`config.mk`:
```
export PLATFORM = sky130hd
export DESIGN_NAME = instr_seq_fsm_flat
export DESIGN_NICKNAME = d
export VERILOG_FILES = /design/src/rtl/instr_seq_fsm_if.sv /design/src/rtl/instr_seq_fsm.sv /design/src/flat_wrapper.sv
export SDC_FILE = /design/constraint.sdc
export NUM_CORES = 1
export LEC_CHECK = 0
export ABC_AREA = 1
export BUFFER_PORTS_ARGS = -buffer_cell sky130_fd_sc_hd__buf_2
export CORE_MARGIN = 10
export CORE_UTILIZATION = 41
export CTS_BUF_LIST = sky130_fd_sc_hd__clkbuf_16
export DETAILED_ROUTE_END_ITERATION = 10
export PLACE_DENSITY = 0.74
export SYNTH_ARGS = -nofsm -noshare
export SYNTH_HDL_FRONTEND = slang
export SYNTH_SLANG_ARGS = --single-unit
```
`constraint.sdc`:
```
create_clock -name clk -period 1.21 [get_ports clk]
set_clock_uncertainty 0.15 [all_clocks]
set_input_delay 0.121 -clock clk [delete_from_list [all_inputs] [get_ports clk]]
set_output_delay 0.121 -clock clk [all_outputs]
set_load 0.05 [all_outputs]
```
`src/rtl/instr_seq_fsm_if.sv`:
```
// rtl/instr_seq_fsm_if.sv - instruction handshake and datapath control bundle for instr_seq_fsm
interface instr_seq_fsm_if;
  logic        s;
  logic [15:0] in;
  logic        w;
  logic [2:0]  nsel;
  logic [1:0]  vsel;
  logic        write;
  logic        loada;
  logic        loadb;
  logic        loadc;
  logic        loads;
  logic        asel;
  logic        bsel;
  logic [1:0]  ALUop;
  logic [1:0]  shift;
  logic [15:0] sximm8;

  modport master (
    output s, in,
    input  w, nsel, vsel, write, loada, loadb, loadc, loads,
           asel, bsel, ALUop, shift, sximm8
  );

  modport slave (
    input  s, in,
    output w, nsel, vsel, write, loada, loadb, loadc, loads,
           asel, bsel, ALUop, shift, sximm8
  );
endinterface

```
`src/rtl/instr_seq_fsm.sv`:
```
// rtl/instr_seq_fsm.sv - multi-cycle sequencer stepping the register-file/shifter/ALU datapath
module instr_seq_fsm (
  input  logic            clk,
  input  logic            reset,
  instr_seq_fsm_if.slave  bus
);

  typedef enum logic [2:0] {
    WAIT, DECODE, WRITE_IMM, GET_A, GET_B, CALC, WRITE_REG
  } state_t;

  state_t state, state_next;

  // Register numbers reach the datapath only through nsel, so ir[10:8] is never needed;
  // Rd/Rm are kept anyway as part of imm8.
  logic [4:0] ir_ctl;   // opcode[15:13], op[12:11]
  logic [1:0] ir_sh;    // ir[4:3]
  logic [7:0] ir_imm;   // ir[7:0]

  logic [2:0] opcode;
  logic [1:0] op;
  logic is_mov_imm, is_mov_reg, is_alu3, is_cmp, is_mvn;

  assign opcode     = ir_ctl[4:2];
  assign op         = ir_ctl[1:0];
  assign is_mov_imm = (opcode == 3'b110) && (op == 2'b10);
  assign is_mov_reg = (opcode == 3'b110) && (op == 2'b00);
  assign is_cmp     = (opcode == 3'b101) && (op == 2'b01);
  assign is_mvn     = (opcode == 3'b101) && (op == 2'b11);
  assign is_alu3    = (opcode == 3'b101) && (op != 2'b11);

  assign bus.sximm8 = {{8{ir_imm[7]}}, ir_imm};

  always_comb begin
    state_next = state;
    case (state)
      WAIT:      if (bus.s) state_next = DECODE;
      DECODE: begin
        if (is_mov_imm)                 state_next = WRITE_IMM;
        else if (is_alu3)               state_next = GET_A;
        else if (is_mov_reg || is_mvn)  state_next = GET_B;
        else                            state_next = WAIT;
      end
      GET_A:     state_next = GET_B;
      GET_B:     state_next = CALC;
      CALC:      state_next = is_cmp ? WAIT : WRITE_REG;
      WRITE_IMM: state_next = WAIT;
      WRITE_REG: state_next = WAIT;
      default:   state_next = WAIT;
    endcase
  end

  // Outputs are registered from the successor state so they line up with it as Moore outputs.
  always_ff @(posedge clk) begin
    if (reset) begin
      state     <= WAIT;
      ir_ctl    <= '0;
      ir_sh     <= '0;
      ir_imm    <= '0;
      bus.w     <= 1'b1;
      bus.nsel  <= 3'b000;
      bus.vsel  <= 2'b00;
      bus.write <= 1'b0;
      bus.loada <= 1'b0;
      bus.loadb <= 1'b0;
      bus.loadc <= 1'b0;
      bus.loads <= 1'b0;
      bus.asel  <= 1'b0;
      bus.bsel  <= 1'b0;
      bus.ALUop <= 2'b00;
      bus.shift <= 2'b00;
    end else begin
      state <= state_next;
      if (state == WAIT && bus.s) begin
        ir_ctl <= bus.in[15:11];
        ir_sh  <= bus.in[4:3];
        ir_imm <= bus.in[7:0];
      end

      bus.w     <= (state_next == WAIT);
      bus.nsel  <= 3'b000;
      bus.vsel  <= 2'b00;
      bus.write <= 1'b0;
      bus.loada <= 1'b0;
      bus.loadb <= 1'b0;
      bus.loadc <= 1'b0;
      bus.loads <= 1'b0;
      bus.asel  <= 1'b0;
      bus.bsel  <= 1'b0;
      bus.ALUop <= 2'b00;
      bus.shift <= 2'b00;

      case (state_next)
        WRITE_IMM: begin
          bus.nsel  <= 3'b100;
          bus.vsel  <= 2'b01;
          bus.write <= 1'b1;
        end
        GET_A: begin
          bus.nsel  <= 3'b100;
          bus.loada <= 1'b1;
        end
        GET_B: begin
          bus.nsel  <= 3'b001;
          bus.loadb <= 1'b1;
          bus.shift <= ir_sh;
        end
        CALC: begin
          bus.shift <= ir_sh;
          bus.ALUop <= is_mov_reg ? 2'b00 : op;
          bus.asel  <= is_mov_reg;
          bus.loadc <= !is_cmp;
          bus.loads <= is_cmp;
        end
        WRITE_REG: begin
          bus.nsel  <= 3'b010;
          bus.vsel  <= 2'b00;
          bus.write <= 1'b1;
        end
        default: ;
      endcase
    end
  end

endmodule

```
`src/flat_wrapper.sv`:
```
// flat-port wrapper written by rule: the top's interface ports become plain ports
module instr_seq_fsm_flat 
  (clk, reset, bus_s, bus_in, bus_w, bus_nsel, bus_vsel, bus_write, bus_loada, bus_loadb, bus_loadc, bus_loads, bus_asel, bus_bsel, bus_ALUop, bus_shift, bus_sximm8);
  instr_seq_fsm_if bus_i ();
  input  logic clk;
  input  logic reset;
  input wire logic [$bits(bus_i.s)-1:0] bus_s;
  input wire logic [$bits(bus_i.in)-1:0] bus_in;
  output wire logic [$bits(bus_i.w)-1:0] bus_w;
  output wire logic [$bits(bus_i.nsel)-1:0] bus_nsel;
  output wire logic [$bits(bus_i.vsel)-1:0] bus_vsel;
  output wire logic [$bits(bus_i.write)-1:0] bus_write;
  output wire logic [$bits(bus_i.loada)-1:0] bus_loada;
  output wire logic [$bits(bus_i.loadb)-1:0] bus_loadb;
  output wire logic [$bits(bus_i.loadc)-1:0] bus_loadc;
  output wire logic [$bits(bus_i.loads)-1:0] bus_loads;
  output wire logic [$bits(bus_i.asel)-1:0] bus_asel;
  output wire logic [$bits(bus_i.bsel)-1:0] bus_bsel;
  output wire logic [$bits(bus_i.ALUop)-1:0] bus_ALUop;
  output wire logic [$bits(bus_i.shift)-1:0] bus_shift;
  output wire logic [$bits(bus_i.sximm8)-1:0] bus_sximm8;
  assign bus_i.s = bus_s;
  assign bus_i.in = bus_in;
  assign bus_w = bus_i.w;
  assign bus_nsel = bus_i.nsel;
  assign bus_vsel = bus_i.vsel;
  assign bus_write = bus_i.write;
  assign bus_loada = bus_i.loada;
  assign bus_loadb = bus_i.loadb;
  assign bus_loadc = bus_i.loadc;
  assign bus_loads = bus_i.loads;
  assign bus_asel = bus_i.asel;
  assign bus_bsel = bus_i.bsel;
  assign bus_ALUop = bus_i.ALUop;
  assign bus_shift = bus_i.shift;
  assign bus_sximm8 = bus_i.sximm8;
  instr_seq_fsm u_core (.clk(clk), .reset(reset), .bus(bus_i));
endmodule
```
==> flow_summary.ini <==
[status]
status = finished, violations left
violations = negative setup slack

[floorplan]
die_x_um = 73.8
die_y_um = 73.8
num_io_pins = 52
core_um2 = 2760
start_util = 0.431
die-area_um2 = 5450
fp-row-count = 19

[clock_tree]
cts_tree = yes
clkTransAtPathRegs_ps = 50
clock_path_buffers = 2
clock_sinks = 30
cts-buffers-inserted = 5
ctsHtreeMaxLevel = 2
clock-root-buffer = clkbuf_16
clkLatencyLatePin_ps = 280

[placed_design]
place.gp.congestion = 0.820
hpwl_um = 2070
dpl_cell_area_um2 = 1480
io_buffers = 46
dp.cells = 228

[grt]
grt_max_degree = 11
antenna_found_initial = 0
track_usage = 0.124
first_global_vias = 1182
grt_pass1_wl_um = 5200
overflow = 0

[critical_path]
cp.arrival_ps = 1500
max_stage_delay_ps = 350
crit_path_end_kind = flip-flop
slowest_stage = dfxtp_2
path_cells = nand2_2, nor2_4, nand2_2, nand2_4, nand2_1, nor2_1, nand3_1, nor2_1
required_ps = 1270
worst-path-max-fanout = 5
cp-start-kind = flip-flop
critical_path_class = reg -> reg
reg2reg_depth = 8

[timing]
post-route-min-period_ps = 1440
fmax_mhz = 693
rsz0062_at_grt = yes
report.final.slew_viol_count = 0
worst_slack_ps = -233
holdWs_ps = 4.80
setup_violations = 25
hold_viol = 0
fin_crit_sh = 1.19

[layout]
drive_gt1_frac = 0.591
final_nets = 250
diodes = 0
finalNonFillerCells = 263
final_area_um2 = 2050
syn2layout_area_growth_pct = 72.4

[min_path]
hold_path.class = in -> reg
holdPathStages = 3

[synth]
synth_edf_count = 0
synth_area_leader_cell = dfxtp_1
netlist.area_leader.share = 0.506
synth_seq_cells = 30
synth.area.top_cells = dfxtp_1 (51%), nor2_1 (11%), buf_4 (7.0%), nand2_1 (6.0%), o21ai_0 (5.5%)
synthTopCellsByCount = nor2_1 (36), dfxtp_1 (30), nand2_1 (19)
syn_area_per_cell_um2 = 7.86
synth_top_flop_cell = dfxtp_1
yosysMostFrequentCell = nor2_1
postSynthCellCount = 151
ys_types = 18
async_reset_ff_frac = 0
netlist_area_um2 = 1190
synth_seq_area_share = 0.506
yosysWarnings = 0

[power]
power.density_nw_per_um2 = 1380
total_leakage_power_nw = 0.995
peakVddDrop_mv = 1.46

[drt]
drt-initial-drc-count = 26
routed_wl_um = 3740
ant_nets = 0
vias_per_cell = 4.65
drc = 0
wire_per_inst_um = 14.2
drt_first_pass_iters = 4
vias = 1224

[flow_run]
cap_violations = 0
where the power goes:
group          leakage, nW  internal, mW  total [mW]  switching [mW]
sequential           0.249          1.04        1.08          0.0449
combinational        0.673         0.213       0.603           0.389
clock               0.0724         0.739        1.14           0.398
registers in the layout, summed over array words and instances (netlist names):
name,flops
u_core.bus.nsel,3
u_core.bus.loada,1
u_core.bus.asel,1
u_core.bus.vsel,1
u_core.bus.loadc,1
u_core.ir_imm,8
u_core.bus.ALUop,2
u_core.ir_ctl,5
u_core.bus.write,1
u_core.bus.shift,2
u_core.bus.w,1
u_core.state,3
u_core.bus.loads,1
path summary, 6_finish.rpt:
| kind | startpoint | end | slack [ps] |
|---|---|---|---|
| hold / removal | reset | u_core.state[0] | 5 |
| hold reg to reg | u_core.ir_imm[4] | u_core.bus.shift[1] | 310 |
| setup reg to reg | u_core.ir_ctl[4] | u_core.bus.shift[0] | -230 |
| setup / recovery | u_core.ir_ctl[4] | u_core.bus.shift[0] | -230 |
placed cells by master, fill, tap and decap left out, drive strengths merged:
| cell | instances |
|---|---|
| buf | 69 |
| dfxtp | 30 |
| o21ai | 13 |
| clkinv | 4 |
| a21oi | 8 |
| conb | 2 |
| inv | 17 |
| nand2 | 24 |
| nor2 | 42 |
| dlygate4sd3 | 13 |
| clkbuf | 5 |
| nand3 | 5 |
per-stage QoR:
step	TNS [ps]	power, mW	setup WS, ps	utilization
3_5_place_dp	-1580	1.53	-182	0.535
4_1_cts	-1370	2.76	-140	0.678
6_report	-2940	2.82	-233	0.742
3_3_place_gp	-1330	1.52	-181	0.535
2_1_floorplan	-441	1.43	-64.6	-
5_1_grt	-4520	2.92	-293	0.742
worst max-delay path: cells and delay by family, from the launching register on:
family	cells	cell delay [ps]
DFF	1	350
and+or+nand+nor	8	850
layer usage:
layer  track usage  wire length, um
met1         0.125             1400
met2         0.207             1960
met3        0.0633              270
met4        0.0559              110
met5             0                0
cell type report:
type	count	area, um2
clock buffers	5	125
clock inverters	3	12.5
fillers	186	711
inverters	15	61.3
multi-input cells	94	582
flip-flops and latches	30	619
well taps	31	38.8
repair buffers	82	574
repair inverters	3	33.8
logic make-up after synthesis:
group | count (synthesis) | share of synthesized area
flops | 30 | 0.506
buf+inv | 28 | 0.124
compound gates | 21 | 0.101
simple gates | 71 | 0.266
other cells | 1 | 0.00316
repair_timing:
action	4_1_cts	5_1_grt
endpoints found under the hold margin	13	0
resized for setup	42	39
setup buffers	4	7
setup endpoints to repair	29	34
cloned	1	2
pin swaps	13	11
hold buffers	13	0
Power figures use the tool's default switching activity.
